===== src/rtl/fir_tm_pkg.sv =====
// Shared constants for the time-multiplexed FIR sample feeder: widths, FSM codes, requantiser.
// Latency: n/a (package only).
// Build option FEEDER_SAT_EN: requantiser clamps on overflow instead of wrapping.
package fir_tm_pkg;

    // Filter and format configuration
    localparam int N          = 4;
    localparam int WI1        = 4;
    localparam int WF1        = 5;
    localparam int WIC        = 4;
    localparam int WFC        = 5;
    localparam int WOI        = 8;
    localparam int WOF        = 5;
    localparam int FIFO_DEPTH = 4;

    // Derived widths
    localparam int WX    = WI1 + WF1;
    localparam int WA    = (WI1 + WIC + N) + (WF1 + WFC);
    localparam int WO    = WOI + WOF;
    localparam int WL    = $clog2(FIFO_DEPTH) + 1;
    localparam int SHIFT = WF1 + WFC - WOF;
    localparam int WS    = WA - SHIFT;          // accumulator width after dropping fraction bits
    localparam int CNT_W = $clog2(N + 3);       // holds the N+2 window count

    // Saturation limits of the WO-bit signed result
    localparam logic [WO-1:0] OUT_MAX = {1'b0, {(WO-1){1'b1}}};
    localparam logic [WO-1:0] OUT_MIN = {1'b1, {(WO-1){1'b0}}};

    // FSM encoding
    localparam logic [1:0] ST_IDLE   = 2'd0;
    localparam logic [1:0] ST_LAUNCH = 2'd1;
    localparam logic [1:0] ST_WAIT   = 2'd2;
    localparam logic [1:0] ST_HOLD   = 2'd3;

    // Requantise the filter accumulator: floor-shift the surplus fraction bits away, then
    // narrow the integer field. Returns {qovf, data}.
    function automatic logic [WO:0] requant(input logic [WA-1:0] acc);
        logic [WS-1:0]    sh;
        logic [WS-WO:0]   top;
        logic             qovf;
        logic [WO-1:0]    dat;
        sh   = WS'($signed(acc) >>> SHIFT);
        top  = sh[WS-1:WO-1];
        // in range only when every discarded integer bit equals the new sign bit
        qovf = !((&top) || !(|top));
`ifdef FEEDER_SAT_EN
        dat  = qovf ? (acc[WA-1] ? OUT_MIN : OUT_MAX) : sh[WO-1:0];
`else
        dat  = sh[WO-1:0];
`endif
        return {qovf, dat};
    endfunction

endpackage


===== src/rtl/fir_tm_fifo.sv =====
// Small synchronous FIFO, W bits x DEPTH entries (DEPTH a power of 2), with occupancy level.
// Latency: head entry visible on pop_dat combinationally; a push is visible one cycle later.
// Backpressure: push ignored when full unless a pop happens the same cycle; pop ignored when empty.
module fir_tm_fifo #(
    parameter int W     = 9,
    parameter int DEPTH = 4,
    localparam int AW   = $clog2(DEPTH),
    localparam int LW   = AW + 1
) (
    input  logic          CLK,
    input  logic          RESET,
    input  logic          push,
    input  logic [W-1:0]  push_dat,
    input  logic          pop,
    output logic [W-1:0]  pop_dat,
    output logic          full,
    output logic          empty,
    output logic [LW-1:0] level
);

    logic [W-1:0]  mem [DEPTH];
    logic [AW-1:0] wr_ptr;
    logic [AW-1:0] rd_ptr;
    logic          wr_en;
    logic          rd_en;

    assign full    = (level == LW'(DEPTH));
    assign empty   = (level == '0);
    assign rd_en   = pop && !empty;
    assign wr_en   = push && (!full || rd_en);
    assign pop_dat = mem[rd_ptr];

    // Storage array; contents need no reset because level gates every read.
    always_ff @(posedge CLK) begin
        if (wr_en) mem[wr_ptr] <= push_dat;
    end

    // Pointers wrap naturally at the power-of-2 depth; level tracks occupancy.
    always_ff @(posedge CLK or posedge RESET) begin
        if (RESET) begin
            wr_ptr <= '0;
            rd_ptr <= '0;
            level  <= '0;
        end else begin
            if (wr_en) wr_ptr <= wr_ptr + AW'(1);
            if (rd_en) rd_ptr <= rd_ptr + AW'(1);
            if (wr_en && !rd_en)      level <= level + LW'(1);
            else if (rd_en && !wr_en) level <= level - LW'(1);
        end
    end

endmodule


===== src/rtl/fir_tm_sample_feeder.sv =====
// Feeds buffered samples one at a time into the time-multiplexed FIR and returns requantised results.
// Latency: result valid N+3 cycles after the launch strobe; one sample per N+5 cycles with OUT_READY high.
// Backpressure: IN_READY (registered) drops when the FIFO is full; a result holds until OUT_READY. FEEDER_SAT_EN selects clamping.
module fir_tm_sample_feeder
    import fir_tm_pkg::*;
(
    input  logic          CLK,
    input  logic          RESET,
    input  logic [WX-1:0] IN_DATA,
    input  logic          IN_VALID,
    output logic          IN_READY,
    output logic [WX-1:0] FIR_X,
    output logic          FIR_TEST,
    input  logic [WA-1:0] FIR_OUT,
    input  logic          FIR_OVF,
    output logic [WO-1:0] OUT_DATA,
    output logic          OUT_VALID,
    input  logic          OUT_READY,
    output logic          OUT_OVF,
    output logic [WL-1:0] FIFO_LEVEL
);

    logic [1:0]       state;
    logic [CNT_W-1:0] cnt;
    logic             ovf_acc;
    logic             push;
    logic             pop;
    logic             fifo_full;
    logic             fifo_empty;
    logic [WX-1:0]    fifo_dat;
    logic [WO:0]      rq;

    assign push = IN_VALID && IN_READY;
    assign pop  = (state == ST_IDLE) && !fifo_empty;
    assign rq   = requant(FIR_OUT);

    fir_tm_fifo #(
        .W     (WX),
        .DEPTH (FIFO_DEPTH)
    ) u_fifo (
        .CLK      (CLK),
        .RESET    (RESET),
        .push     (push),
        .push_dat (IN_DATA),
        .pop      (pop),
        .pop_dat  (fifo_dat),
        .full     (fifo_full),
        .empty    (fifo_empty),
        .level    (FIFO_LEVEL)
    );

    // Registered ready: low whenever the level after this cycle's push/pop will be full.
    always_ff @(posedge CLK or posedge RESET) begin
        if (RESET) begin
            IN_READY <= 1'b0;
        end else begin
            IN_READY <= !((fifo_full && !pop) ||
                          ((FIFO_LEVEL == WL'(FIFO_DEPTH - 1)) && push && !pop));
        end
    end

    // Launch / window-count / capture / hold sequencer. FIR_X only moves on IDLE->LAUNCH
    // because the filter re-samples X on every idle cycle.
    always_ff @(posedge CLK or posedge RESET) begin
        if (RESET) begin
            state     <= ST_IDLE;
            cnt       <= '0;
            ovf_acc   <= 1'b0;
            FIR_X     <= '0;
            FIR_TEST  <= 1'b0;
            OUT_DATA  <= '0;
            OUT_VALID <= 1'b0;
            OUT_OVF   <= 1'b0;
        end else begin
            FIR_TEST <= 1'b0;
            case (state)
                ST_IDLE: begin
                    if (!fifo_empty) begin
                        FIR_X    <= fifo_dat;
                        FIR_TEST <= 1'b1;
                        state    <= ST_LAUNCH;
                    end
                end
                ST_LAUNCH: begin
                    cnt     <= CNT_W'(N + 2);
                    ovf_acc <= 1'b0;
                    state   <= ST_WAIT;
                end
                ST_WAIT: begin
                    ovf_acc <= ovf_acc | FIR_OVF;
                    cnt     <= cnt - CNT_W'(1);
                    // count reaches zero on this edge: the window is complete
                    if (cnt == CNT_W'(1)) begin
                        OUT_DATA  <= rq[WO-1:0];
                        OUT_OVF   <= ovf_acc | FIR_OVF | rq[WO];
                        OUT_VALID <= 1'b1;
                        state     <= ST_HOLD;
                    end
                end
                ST_HOLD: begin
                    if (OUT_READY) begin
                        OUT_VALID <= 1'b0;
                        state     <= ST_IDLE;
                    end
                end
                default: state <= ST_IDLE;
            endcase
        end
    end

endmodule


===== config.mk =====
export PLATFORM = sky130hd
export DESIGN_NAME = fir_tm_sample_feeder
export DESIGN_NICKNAME = d
export VERILOG_FILES = /design/src/rtl/fir_tm_pkg.sv /design/src/rtl/fir_tm_fifo.sv /design/src/rtl/fir_tm_sample_feeder.sv
export SDC_FILE = /design/constraint.sdc
export NUM_CORES = 1
export LEC_CHECK = 0
export BUFFER_PORTS_ARGS = -buffer_cell sky130_fd_sc_hd__buf_2
export CORE_MARGIN = 1.5
export CORE_UTILIZATION = 30
export DETAILED_ROUTE_END_ITERATION = 10
export HOLD_SLACK_MARGIN = 0.05
export PLACE_DENSITY = 0.59
export SLEW_MARGIN = 5
export SYNTH_ARGS = -nofsm -noshare
export SYNTH_HDL_FRONTEND = slang
export SYNTH_HIERARCHICAL = 1
export SYNTH_SLANG_ARGS = --single-unit

===== constraint.sdc =====
create_clock -name CLK -period 4.35 [get_ports CLK]
set_input_delay 0.6525 -clock CLK [delete_from_list [all_inputs] [get_ports CLK]]
set_output_delay 0.6525 -clock CLK [all_outputs]
set_load 0.05 [all_outputs]

==> impl_table.tex, run 1 <==
\begin{tabular}{lr}
\hline
Metric & Value \\
\hline
\multicolumn{2}{l}{\textbf{Status}} \\
\quad Status & complete, no violations \\
\multicolumn{2}{l}{\textbf{Worst setup path}} \\
\quad Required time of the worst setup path & 4.59 ns \\
\quad Crit Reg-Reg Endpoint & u\_fifo/level[1]\$\_DFFE\_PP0P\_ \\
\quad Startpoint type of the worst setup path & flop \\
\quad Cell count of the worst reg-to-reg path & 9 \\
\quad Nature of the critical path endpoint & flop \\
\quad Kind of critical path & flop to flop \\
\quad R2R Setup Slk & 1.72 ns \\
\quad Critical-path maximum fanout & 14 \\
\quad Crit Reg-Reg Startpoint & u\_fifo/level[0]\$\_DFFE\_PP0P\_ \\
\quad Arrival time of the worst setup path & 2.87 ns \\
\multicolumn{2}{l}{\textbf{Timing}} \\
\quad Final worst-path cycle share & between 60\% and 70\% \\
\quad Final min period & 2.63 ns \\
\quad Unrepaired setup endpoints after global routing & false \\
\quad Final Hold Violating Endpoints & 0 \\
\quad Setup TNS & 0 ns \\
\quad Slew headroom & approximately 54\% \\
\quad Worst setup skew after layout & 0.00935 ns \\
\quad Setup-violating endpoint count in the final report & 0 \\
\quad Slew of the pin with the lowest slew margin & approximately 0.69 ns \\
\quad Top achievable clock speed & 380 MHz \\
\quad Final slew viol count & 0 \\
\multicolumn{2}{l}{\textbf{Clock tree}} \\
\quad CTS Hold Buffers Added & 0 \\
\quad Setup Buffers After CTS & 0 \\
\quad Clock sink total & 75 \\
\quad Total CTS buffers & 9 \\
\quad CTS tree & yes \\
\quad CTS Buffer Depth & 2 \\
\quad H-Tree Level Count & 3 \\
\quad \# resized after CTS & 0 \\
\quad Worst-skew pair later-pin latency & 0.35 ns \\
\quad Clock tree root buffer cell & sky130\_fd\_sc\_hd\_\_clkbuf\_8 \\
\quad Clock input transition at the sequential cells of the worst setup and hold paths & 0.08 ns \\
\multicolumn{2}{l}{\textbf{Synthesis}} \\
\quad Share of synthesized area occupied by flip-flops and latches & 64.9\% \\
\quad Average instance area after synthesis & 17.1 um2 \\
\quad Netlist Area Pre-Place & 0.00317 mm2 \\
\quad Fraction of synthesis flops using an asynchronous set or reset pin & between 50\% and 60\% \\
\quad Post-synthesis sequential element count & 75 \\
\quad Yosys cell types & 37 \\
\quad Warnings from Yosys & 6 \\
\quad Synthesized instance count & 185 \\
\quad Dominant synthesized flop cell & sky130\_fd\_sc\_hd\_\_dfrtp\_1 \\
\quad Post-synth EDFFs & 36 \\
\quad Post-Synthesis Net Count & between 200 and 250 \\
\multicolumn{2}{l}{\textbf{Layout}} \\
\quad Share of cells above drive strength 1 & 46.5\% \\
\quad Top library cells by usage in the layout, fill and taps aside & 59 x sky130\_fd\_sc\_hd\_\_buf\_2, 39 x sky130\_fd\_sc\_hd\_\_dfrtp\_1, 36 x sky130\_fd\_sc\_hd\_\_edfxtp\_1 \\
\quad Layout Area Growth over Synthesis & 20.0\% \\
\quad Net count of the finished layout & 299 \\
\quad Commonest non-fill, non-tap cell in the layout & sky130\_fd\_sc\_hd\_\_buf\_2 \\
\quad Final std cell area, no fill & 0.00380 mm2 \\
\quad Antenna diode instance count & 0 \\
\multicolumn{2}{l}{\textbf{Route}} \\
\quad Post-detailed-route wirelength per cell & between 10 and 15 um \\
\quad Detail-routed via count per cell & $\sim$4.3 \\
\quad Detailed-router iteration count before antenna repair & 4 \\
\quad Detail Route Antenna Nets & 0 \\
\quad Via Count & between 1.5k and 2k \\
\quad Violation count after the first detailed-routing iteration & 55 \\
\quad Overall routed net length & 5330 um \\
\quad DRC Markers & 0 \\
\multicolumn{2}{l}{\textbf{Floorplanning}} \\
\quad Starting Density & 30.8\% \\
\quad Count of pins on the block boundary & 65 \\
\quad Horizontal die dimension & 106 um \\
\quad Core region area & 0.0103 mm2 \\
\quad Standard-cell row count & 37 \\
\quad Total Die Area & 0.0112 mm2 \\
\quad Chip Height & roughly 110 um \\
\multicolumn{2}{l}{\textbf{Placement}} \\
\quad Global placement routability congestion & 0.741 \\
\quad Buffers on Ports & 59 \\
\quad Post-detailed-placement half-perimeter wirelength & 3560 um \\
\quad DP Area & 0.00360 mm2 \\
\multicolumn{2}{l}{\textbf{Power}} \\
\quad Sequential share of power & 39.5\% \\
\quad Power density over the cells & 761 mW/mm2 \\
\quad Largest voltage drop on the vdd net & 0.253 mV \\
\quad Leakage power summed over all cells & 0.00162 uW \\
\quad Combinational group share of total power & 41.6\% \\
\quad Part of the power in the clock network & 18.9\% \\
\quad Internal power & 1730 uW \\
\quad Switching power & 1170 uW \\
\quad Proportion of total power due to net switching & 40.4\% \\
\multicolumn{2}{l}{\textbf{GRT}} \\
\quad Wire length of the first global-routing pass & 8720 um \\
\quad Total routing resource utilization after global routing & a little over a tenth \\
\quad Number of antenna violations at the first check in global routing & 0 \\
\quad Maximum number of pins on one net before global-route repair & 33 \\
\quad Vias in the first global route & 1719 \\
\quad Remaining global-route overflow & 0 \\
\multicolumn{2}{l}{\textbf{Hold path}} \\
\quad HP Class & input pin to asynchronous set/reset pin \\
\multicolumn{2}{l}{\textbf{Job}} \\
\quad Number of violations of the max-capacitance limit & 0 \\
\hline
\end{tabular}
synth_stat cells (2+ instances only):
master,instances,share of area (%)
sky130_fd_sc_hd__nand4_1,2,0.39
sky130_fd_sc_hd__xnor2_1,4,1.1
sky130_fd_sc_hd__buf_6,3,1.1
sky130_fd_sc_hd__inv_1,12,1.4
sky130_fd_sc_hd__ha_1,11,4.3
sky130_fd_sc_hd__nor2_1,5,0.59
sky130_fd_sc_hd__nand3_1,2,0.32
sky130_fd_sc_hd__and2_2,4,0.95
sky130_fd_sc_hd__nand2b_1,2,0.39
sky130_fd_sc_hd__nor3_1,2,0.32
sky130_fd_sc_hd__buf_2,2,0.32
sky130_fd_sc_hd__mux4_2,9,6.4
sky130_fd_sc_hd__nor2b_1,2,0.39
sky130_fd_sc_hd__xor2_1,2,0.55
sky130_fd_sc_hd__mux2_4,8,3.8
sky130_fd_sc_hd__dfrtp_1,39,31
sky130_fd_sc_hd__edfxtp_1,36,34
sky130_fd_sc_hd__mux2i_1,2,0.63
sky130_fd_sc_hd__o21ai_0,3,0.47
sky130_fd_sc_hd__mux2_2,16,5.7
sky130_fd_sc_hd__a21oi_1,3,0.47
critical path: stages, from the launching register on:
cell                       delay, ns
sky130_fd_sc_hd__dfrtp_1        0.49
sky130_fd_sc_hd__nor3_1         0.54
sky130_fd_sc_hd__nor2b_1        0.10
sky130_fd_sc_hd__buf_4          0.22
sky130_fd_sc_hd__inv_1          0.11
sky130_fd_sc_hd__a21boi_4       0.09
sky130_fd_sc_hd__ha_1           0.23
sky130_fd_sc_hd__inv_1          0.08
sky130_fd_sc_hd__fa_1           0.40
sky130_fd_sc_hd__mux2_2         0.26
cell type report:
class                           count  area (um2)
Clock inverter                      7        81.3
Sequential cell                    75        2060
Multi-Input combinational cell     92        1010
Inverter                           12        45.0
Fill cell                         992        6470
Tap cell                          136         170
Timing Repair Buffer               61         310
Clock buffer                        9         124
per-layer routing:
metal,part of all wire (%),global-route usage (%),up-vias
met5,0,0,-
met4,2.0,6.66,0
met3,5.7,2.72,8
met2,47,16.3,55
met1,45,13.1,829
li1,-,-,813
stage by stage:
| stage | instances | hold slack [ns] | power (uW) | setup slack [ns] | util, % |
|---|---|---|---|---|---|
| floorplan | 185 | 0.456 | 2130 | 1.61 | - |
| global placement | 376 | 0.484 | 2360 | 1.78 | 35.0 |
| detailed placement | 376 | 0.490 | 2390 | 1.72 | 35.0 |
| CTS | 392 | 0.220 | 2950 | 1.71 | 37.0 |
| global route | 392 | 0.242 | 3080 | 1.55 | 37.0 |
| finish | 392 | 0.230 | 2900 | 1.72 | 37.0 |
power groups by stage:
stage | logic (uW) | clock network (uW) | registers [uW]
after global placement | 1200 | 0 | 1160
after floorplan | 663 | 0 | 1470
after global routing | 1300 | 605 | 1180
after CTS | 1220 | 574 | 1150
final | 1200 | 548 | 1140
after detailed placement | 1220 | 0 | 1170
registers in the layout (all words and copies together), names as in the netlist:
signal	flops
u_fifo/wr_ptr	2
IN_READY	1
OUT_DATA	13
state	2
FIR_TEST	1
FIR_X	9
ovf_acc	1
u_fifo/rd_ptr	2
cnt	3
u_fifo/mem	36
u_fifo/level	3
OUT_OVF	1
OUT_VALID	1
worst max path at each step:
stage | from | end | slack (ns) | cells past startpoint
4_1_cts | u_fifo/level[0]$_DFFE_PP0P_ | u_fifo/level[1]$_DFFE_PP0P_ | 1.71 | 9
3_3_place_gp | u_fifo/level[0]$_DFFE_PP0P_ | u_fifo/level[1]$_DFFE_PP0P_ | 1.78 | 9
6_report | u_fifo/level[0]$_DFFE_PP0P_ | u_fifo/level[1]$_DFFE_PP0P_ | 1.72 | 9
5_1_grt | state[0]$_DFFE_PP0P_ | u_fifo/level[2]$_DFFE_PP0P_ | 1.55 | 12
2_1_floorplan | u_fifo/level[0]$_DFFE_PP0P_ | u_fifo/level[2]$_DFFE_PP0P_ | 1.61 | 11
3_5_place_dp | u_fifo/level[0]$_DFFE_PP0P_ | u_fifo/level[1]$_DFFE_PP0P_ | 1.72 | 9
logic make-up (layout without fill, tap and decap cells):
family,after synthesis,count (layout),share of synthesized area [%]
compound gates,12,12,2.88
buf+inv,18,89,3.04
xor+xnor,6,6,1.66
mux,36,36,16.9
simple gates,26,26,5.65
flops,75,75,64.9
fa+ha+maj,12,12,4.98
Note: power is estimated with default switching activity, not from simulation.
==> inputs of run 2 (changes only) <==
==> constraint.sdc (replaced) <==
create_clock -name CLK -period 2.5 [get_ports CLK]
set_input_delay 0.375 -clock CLK [delete_from_list [all_inputs] [get_ports CLK]]
set_output_delay 0.375 -clock CLK [all_outputs]
set_load 0.05 [all_outputs]
==> run 2 against run 1 <==
  * Non-clock buffer count rose by 5
  * Utilization rose by 0.49 points
  * Worst hold slack better by 0.016 ns
  * Clock skew hardly changed
  * Clock power rose by 70%
  * Sequential share of layout area decreased by 0.54 points
  * Flip-flop and latch count unchanged
  * Sequential power is 75% higher
  * Highest routed layer unchanged
==> impl_table.tex, run 2 (same netlist as run 1, synthesis figures left out) <==
\begin{tabular}{lr}
\hline
Metric & Value \\
\hline
\multicolumn{2}{l}{\textbf{Status}} \\
\quad Status & complete, no violations \\
\multicolumn{2}{l}{\textbf{Route}} \\
\quad Detail Route Antenna Nets & 0 \\
\quad Violation count after the first detailed-routing iteration & 112 \\
\quad Post-detailed-route wirelength per cell & around 14 um \\
\quad Detailed-router iteration count before antenna repair & 4 \\
\quad Via Count & 1728 \\
\quad Overall routed net length & 5580 um \\
\quad DRC Markers & 0 \\
\quad Detail-routed via count per cell & 4.35 \\
\quad Uppermost routed layer & met4 \\
\quad Wl on met1 & between 2000 and 3000 um \\
\quad Routed wl met2 & $\sim$2700 um \\
\quad Met3 Wirelength & 302 um \\
\multicolumn{2}{l}{\textbf{Placement}} \\
\quad Global placement routability congestion & 0.705 \\
\quad Worst slack at placement & roughly 0.17 ns \\
\quad Post-detailed-placement half-perimeter wirelength & 3800 um \\
\quad Buffers on Ports & between 50 and 60 \\
\multicolumn{2}{l}{\textbf{GRT}} \\
\quad Maximum number of pins on one net before global-route repair & 33 \\
\quad Wire length of the first global-routing pass & approximately 9000 um \\
\quad Number of antenna violations at the first check in global routing & 0 \\
\quad Vias in the first global route & $\sim$1.9k \\
\quad Total routing resource utilization after global routing & roughly 11\% \\
\quad Remaining global-route overflow & 0 \\
\multicolumn{2}{l}{\textbf{Worst setup path}} \\
\quad Startpoint type of the worst setup path & flop \\
\quad Arrival time of the worst setup path & 2.48 ns \\
\quad Required time of the worst setup path & 2.75 ns \\
\quad R2R Setup Slk & $\sim$0.27 ns \\
\quad Kind of critical path & flop to flop \\
\quad Crit Reg-Reg Startpoint & state[0]\$\_DFFE\_PP0P\_ \\
\quad First element of the critical path & state[0]\$\_DFFE\_PP0P\_ \\
\quad Nature of the critical path endpoint & flop \\
\quad Critical-path maximum fanout & 4 \\
\multicolumn{2}{l}{\textbf{Layout}} \\
\quad Share of cells above drive strength 1 & 48.3\% \\
\quad Top library cells by usage in the layout, fill and taps aside & 59 x sky130\_fd\_sc\_hd\_\_buf\_2, 36 x sky130\_fd\_sc\_hd\_\_dfrtp\_1, 36 x sky130\_fd\_sc\_hd\_\_edfxtp\_1 \\
\quad Net count of the finished layout & 304 \\
\quad Number of flip-flops in the largest register & 36 \\
\quad Commonest non-fill, non-tap cell in the layout & sky130\_fd\_sc\_hd\_\_buf\_2 \\
\quad Layout Area Growth over Synthesis & 21.6\% \\
\quad Layout filler cell count & 997 \\
\quad Regs by FF count & u\_fifo/mem x36, OUT\_DATA x13, FIR\_X x9 \\
\quad Antenna diode instance count & 0 \\
\quad Register bank with the most flops & u\_fifo/mem \\
\multicolumn{2}{l}{\textbf{Floorplanning}} \\
\quad Count of pins on the block boundary & 65 \\
\quad Standard-cell row count & 37 \\
\quad Chip Height & roughly 110 um \\
\quad Core region area & 0.0103 mm2 \\
\quad Total Die Area & 0.0112 mm2 \\
\quad Starting Density & 30.8\% \\
\quad Horizontal die dimension & 106 um \\
\multicolumn{2}{l}{\textbf{Timing}} \\
\quad Setup-violating endpoint count in the final report & 0 \\
\quad Minimum setup slack in the final design & 0.270 ns \\
\quad Final Hold Violating Endpoints & 0 \\
\quad Worst setup skew after layout & 0.00945 ns \\
\quad Final slew viol count & 0 \\
\quad Setup TNS & 0 ns \\
\quad Final worst-path cycle share & between 80\% and 90\% \\
\quad Final min period & 2.23 ns \\
\quad Unrepaired setup endpoints after global routing & false \\
\quad Slew headroom & roughly 64\% \\
\quad Min Hold Slack & 0.246 ns \\
\quad Top achievable clock speed & 448 MHz \\
\quad Slew of the pin with the lowest slew margin & between 0.5 and 0.6 ns \\
\multicolumn{2}{l}{\textbf{Job}} \\
\quad Number of violations of the max-capacitance limit & 0 \\
\multicolumn{2}{l}{\textbf{Clock tree}} \\
\quad CTS tree & yes \\
\quad Clock tree root buffer cell & sky130\_fd\_sc\_hd\_\_clkbuf\_8 \\
\quad Total CTS buffers & 9 \\
\quad Setup Buffers After CTS & 0 \\
\quad CTS Buffer Depth & 2 \\
\quad H-Tree Level Count & 3 \\
\quad Worst-skew pair later-pin latency & 0.34 ns \\
\quad Clock sink total & 75 \\
\quad Clock input transition at the sequential cells of the worst setup and hold paths & 0.08 ns \\
\multicolumn{2}{l}{\textbf{Power}} \\
\quad Leakage power summed over all cells & $\sim$0.0016 uW \\
\quad Largest voltage drop on the vdd net & roughly 0.48 mV \\
\quad Power density over the cells & 1330 mW/mm2 \\
\multicolumn{2}{l}{\textbf{Hold path}} \\
\quad HP Class & input pin to flop \\
\quad Launch instance of the worst min-delay path & IN\_DATA[3] \\
\hline
\end{tabular}
run 2: routing by layer:
layer | up-vias | track usage, %
met5 | - | 0
met4 | 0 | 5.21
met3 | 8 | 3.28
met2 | 61 | 17.7
met1 | 842 | 12.9
li1 | 817 | -
run 2: repair_timing:
item,4_1_cts,5_1_grt
hold buffers,1,0
resized for setup,0,2
endpoints found under the hold margin,7,0
endpoints found under the setup margin,0,1
run 2: layout make-up:
class                           count  area [um2]  area share, %
Sequential cell                    75        2060           53.6
Clock inverter                      6        63.8           1.66
Clock buffer                       10         138           3.57
Multi-Input combinational cell     92        1020           26.5
Timing Repair Buffer               66         350           9.09
Tap cell                          136         170           4.42
Inverter                           12        45.0           1.17
run 2: final timing paths:
| path | endpoint | cells after the start |
|---|---|---|
| max | u_fifo/level[2]$_DFFE_PP0P_ | 11 |
| min | u_fifo/mem[2][3]$_DFFE_PP_ | 1 |
| min reg2reg | OUT_DATA[11]$_DFFE_PP0P_ | 1 |
| min in group asynchronous | u_fifo/rd_ptr[0]$_DFFE_PP0P_ | 3 |
| max reg2reg | u_fifo/level[2]$_DFFE_PP0P_ | 11 |
| max in group asynchronous | OUT_DATA[12]$_DFFE_PP0P_ | 4 |
run 2: worst max-delay path: stages, from the launching register on:
cell and delay, ns:
sky130_fd_sc_hd__dfrtp_1 0.39, sky130_fd_sc_hd__inv_1 0.12, sky130_fd_sc_hd__ha_1 0.20, sky130_fd_sc_hd__nor2b_4 0.18
sky130_fd_sc_hd__inv_1 0.08, sky130_fd_sc_hd__a21boi_4 0.13, sky130_fd_sc_hd__ha_1 0.20, sky130_fd_sc_hd__inv_1 0.06
sky130_fd_sc_hd__fa_1 0.37, sky130_fd_sc_hd__xor2_1 0.15, sky130_fd_sc_hd__nor2_1 0.11, sky130_fd_sc_hd__xor2_1 0.15
run 2: power breakdown:
group          internal (uW)  switching [uW]
clock                    488             443
combinational            868            1320
sequential              1720             269
run 2: stage by stage:
step / total power [uW] / cells / cell area (um2) / util [%]
floorplan: 3720 / 185 / 3170 / -
global placement: 4170 / 380 / 3630 / 35.4
detailed placement: 4220 / 380 / 3630 / 35.4
CTS: 5170 / 397 / 3840 / 37.4
global route: 5430 / 397 / 3850 / 37.5
finish: 5110 / 397 / 3850 / 37.5
==> inputs of run 3 (changes only) <==
--- a/config.mk
+++ b/config.mk
@@ -5,12 +5,15 @@
 export SDC_FILE = /design/constraint.sdc
 export NUM_CORES = 1
 export LEC_CHECK = 0
-export BUFFER_PORTS_ARGS = -buffer_cell sky130_fd_sc_hd__buf_2
+export ABC_CLOCK_PERIOD_IN_PS = 2500
+export CELL_PAD_IN_SITES_DETAIL_PLACEMENT = 1
+export CELL_PAD_IN_SITES_GLOBAL_PLACEMENT = 1
 export CORE_MARGIN = 1.5
 export CORE_UTILIZATION = 30
 export DETAILED_ROUTE_END_ITERATION = 10
+export DONT_BUFFER_PORTS = 1
 export HOLD_SLACK_MARGIN = 0.05
-export PLACE_DENSITY = 0.59
+export PLACE_DENSITY = 0.6
 export SLEW_MARGIN = 5
 export SYNTH_ARGS = -nofsm -noshare
 export SYNTH_HDL_FRONTEND = slang
==> run 3 against run 2 <==
  * Sequential power grew 27%
  * Sequential share of layout area grew 3.9 points
  * Clock power grew 1%
  * Clock skew grew 0.0010 ns
  * Via count shrank 10%
  * Flip-flop and latch count is the same
  * Total power shrank 1.8%
  * Die area is the same
  * Register-to-register slack lost 0.05 ns
  * Worst hold slack lost 0.13 ns
  * Setup slack lost 0.046 ns
  * Critical path type unchanged
  * Highest routed layer unchanged
==> impl_table.tex, run 3 (same netlist as run 1, synthesis figures left out) <==
\begin{tabular}{lr}
\hline
Metric & Value \\
\hline
\multicolumn{2}{l}{\textbf{Status}} \\
\quad Status & complete, no violations \\
\multicolumn{2}{l}{\textbf{Power}} \\
\quad PnR Total Power & 5010 uW \\
\quad Power density over the cells & 1400 mW/mm2 \\
\quad Leakage power summed over all cells & around 0.0014 uW \\
\quad Largest voltage drop on the vdd net & 0.470 mV \\
\multicolumn{2}{l}{\textbf{Floorplanning}} \\
\quad Horizontal die dimension & 106 um \\
\quad Starting Density & 30.8\% \\
\quad Standard-cell row count & 37 \\
\quad Total Die Area & 0.0112 mm2 \\
\quad Core region area & 0.0103 mm2 \\
\quad Chip Height & 106 um \\
\quad Count of pins on the block boundary & 65 \\
\multicolumn{2}{l}{\textbf{Clock tree}} \\
\quad CTS tree & yes \\
\quad CTS Buffer Depth & 2 \\
\quad Worst-skew pair later-pin latency & 0.34 ns \\
\quad H-Tree Level Count & 3 \\
\quad Clock input transition at the sequential cells of the worst setup and hold paths & approximately 0.09 ns \\
\quad Clock sink total & 75 \\
\quad Clock tree root buffer cell & sky130\_fd\_sc\_hd\_\_clkbuf\_8 \\
\quad Total CTS buffers & 9 \\
\multicolumn{2}{l}{\textbf{Placement}} \\
\quad Cell count after placement & 325 \\
\quad Post-detailed-placement half-perimeter wirelength & 4120 um \\
\quad Global placement routability congestion & 0.690 \\
\quad Buffers on Ports & 0 \\
\multicolumn{2}{l}{\textbf{Layout}} \\
\quad Number of flip-flops in the largest register & 36 \\
\quad Register bank with the most flops & u\_fifo/mem \\
\quad Number of standard cells in the layout, taps in and fillers out & 342 \\
\quad Share of cells above drive strength 1 & roughly a third \\
\quad Core occupancy in the finished layout & 34.9\% \\
\quad Antenna diode instance count & 0 \\
\quad Net count of the finished layout & roughly 250 \\
\quad Layout Area Growth over Synthesis & 13.3\% \\
\quad Top library cells by usage in the layout, fill and taps aside & 36 x sky130\_fd\_sc\_hd\_\_dfrtp\_1, 36 x sky130\_fd\_sc\_hd\_\_edfxtp\_1, 16 x sky130\_fd\_sc\_hd\_\_mux2\_2 \\
\quad Regs by FF count & u\_fifo/mem x36, OUT\_DATA x13, FIR\_X x9 \\
\quad Layout filler cell count & 1068 \\
\multicolumn{2}{l}{\textbf{Route}} \\
\quad Detail Route Antenna Nets & 0 \\
\quad Detailed-router iteration count before antenna repair & 4 \\
\quad Overall routed net length & $\sim$5900 um \\
\quad Via Count & 1555 \\
\quad Detail-routed via count per cell & between 4 and 5 \\
\quad DRC Markers & 0 \\
\quad Violation count after the first detailed-routing iteration & $\sim$80 \\
\quad Post-detailed-route wirelength per cell & around 17 um \\
\multicolumn{2}{l}{\textbf{GRT}} \\
\quad Met2 usage & 19.8\% \\
\quad Total routing resource utilization after global routing & 11.6\% \\
\quad Global routing usage on met3 & between 6 and 7\% \\
\quad Vias in the first global route & 1765 \\
\quad Number of antenna violations at the first check in global routing & 0 \\
\quad Met1 usage in global routing & 12.4\% \\
\quad GRT Max-Usage Layer & met2 \\
\quad Maximum number of pins on one net before global-route repair & 33 \\
\quad Wire length of the first global-routing pass & 9580 um \\
\quad Remaining global-route overflow & 0 \\
\multicolumn{2}{l}{\textbf{Timing}} \\
\quad Unrepaired setup endpoints after global routing & false \\
\quad Final Hold Violating Endpoints & 0 \\
\quad Setup TNS & 0 ns \\
\quad Min Hold Slack & about 0.12 ns \\
\quad Final worst-path cycle share & 91.1\% \\
\quad Setup-violating endpoint count in the final report & 0 \\
\quad Final slew viol count & 0 \\
\quad Final min period & 2.28 ns \\
\quad Top achievable clock speed & 439 MHz \\
\quad Slew of the pin with the lowest slew margin & 0.537 ns \\
\quad Slew headroom & 64.2\% \\
\quad Worst setup skew after layout & 0.0105 ns \\
\multicolumn{2}{l}{\textbf{Worst setup path}} \\
\quad Required time of the worst setup path & 2.76 ns \\
\quad Critical-path maximum fanout & 4 \\
\quad Startpoint type of the worst setup path & flop \\
\quad Arrival time of the worst setup path & 2.54 ns \\
\quad R2R Setup Slk & 0.22 ns \\
\quad Kind of critical path & flop to flop \\
\quad Nature of the critical path endpoint & flop \\
\multicolumn{2}{l}{\textbf{Job}} \\
\quad Number of violations of the max-capacitance limit & 0 \\
\multicolumn{2}{l}{\textbf{Hold path}} \\
\quad HP Class & input pin to flop \\
\hline
\end{tabular}
[run 3: cell types whose count changed in the layout (fill, tap and decap cells not counted), sizes merged]
cell and delta:
inv +1, clkinv -1, buf -55
[run 3: final timing paths]
path / start / end / cells after the start
max in group asynchronous: RESET / OUT_DATA[3]$_DFFE_PP0P_ / 3
worst min register to register: cnt[2]$_DFFE_PP0P_ / cnt[2]$_DFFE_PP0P_ / 1
min in group asynchronous: RESET / u_fifo/level[2]$_DFFE_PP0P_ / 2
worst max-delay path: state[0]$_DFFE_PP0P_ / u_fifo/level[2]$_DFFE_PP0P_ / 11
worst min-delay path: IN_DATA[1] / u_fifo/mem[3][1]$_DFFE_PP_ / 0
worst max register to register: state[0]$_DFFE_PP0P_ / u_fifo/level[2]$_DFFE_PP0P_ / 11
[run 3: final cells by class]
cell class	count	area, um2	area share, %
Sequential cell	75	2060	57.5
Multi-Input combinational cell	92	1030	28.6
Tap cell	136	170	4.74
Clock buffer	10	128	3.55
Timing Repair Buffer	11	85.1	2.37
Clock inverter	6	72.6	2.02
Inverter	12	45.0	1.25
[run 3: metrics by stage]
step / worst slack [ns] / instance area (um2)
after global placement: 0.171 / 3370
after floorplan: 0.0236 / 3170
after detailed placement: 0.145 / 3370
after CTS: 0.101 / 3580
after global routing: 0.0342 / 3590
final: 0.224 / 3590
[run 3: critical path, stage by stage, from the launching register on]
cell	delay, ns
sky130_fd_sc_hd__dfrtp_1	0.38
sky130_fd_sc_hd__inv_1	0.12
sky130_fd_sc_hd__ha_1	0.21
sky130_fd_sc_hd__nor2b_4	0.18
sky130_fd_sc_hd__inv_1	0.08
sky130_fd_sc_hd__a21boi_4	0.13
sky130_fd_sc_hd__ha_1	0.21
sky130_fd_sc_hd__inv_1	0.07
sky130_fd_sc_hd__fa_1	0.38
sky130_fd_sc_hd__xor2_1	0.15
sky130_fd_sc_hd__nor2_1	0.12
sky130_fd_sc_hd__xor2_1	0.15
[run 3: where the power goes]
part / leakage (uW) / switching (uW) / internal [uW]
Combinational: 0.000546 / 776 / 777
Sequential: 0.000779 / 813 / 1710
Clock: 0.0000975 / 469 / 472
Total: 0.00142 / 2060 / 2950
[run 3: layer usage]
| metal | vias to the layer above | wire length (um) |
|---|---|---|
| met4 | 0 | 36 |
| met1 | 793 | 2300 |
| li1 | 705 | - |
| met3 | 4 | 549 |
| met2 | 53 | 3030 |
| met5 | - | 0 |
[run 3: repair_timing]
item | in CTS | in global routing
endpoints found under the setup margin | 0 | 1
buffers inserted | 0 | 0
hold buffers | 1 | 0
hold endpoints to repair | 39 | 0
gates resized for setup | 0 | 3
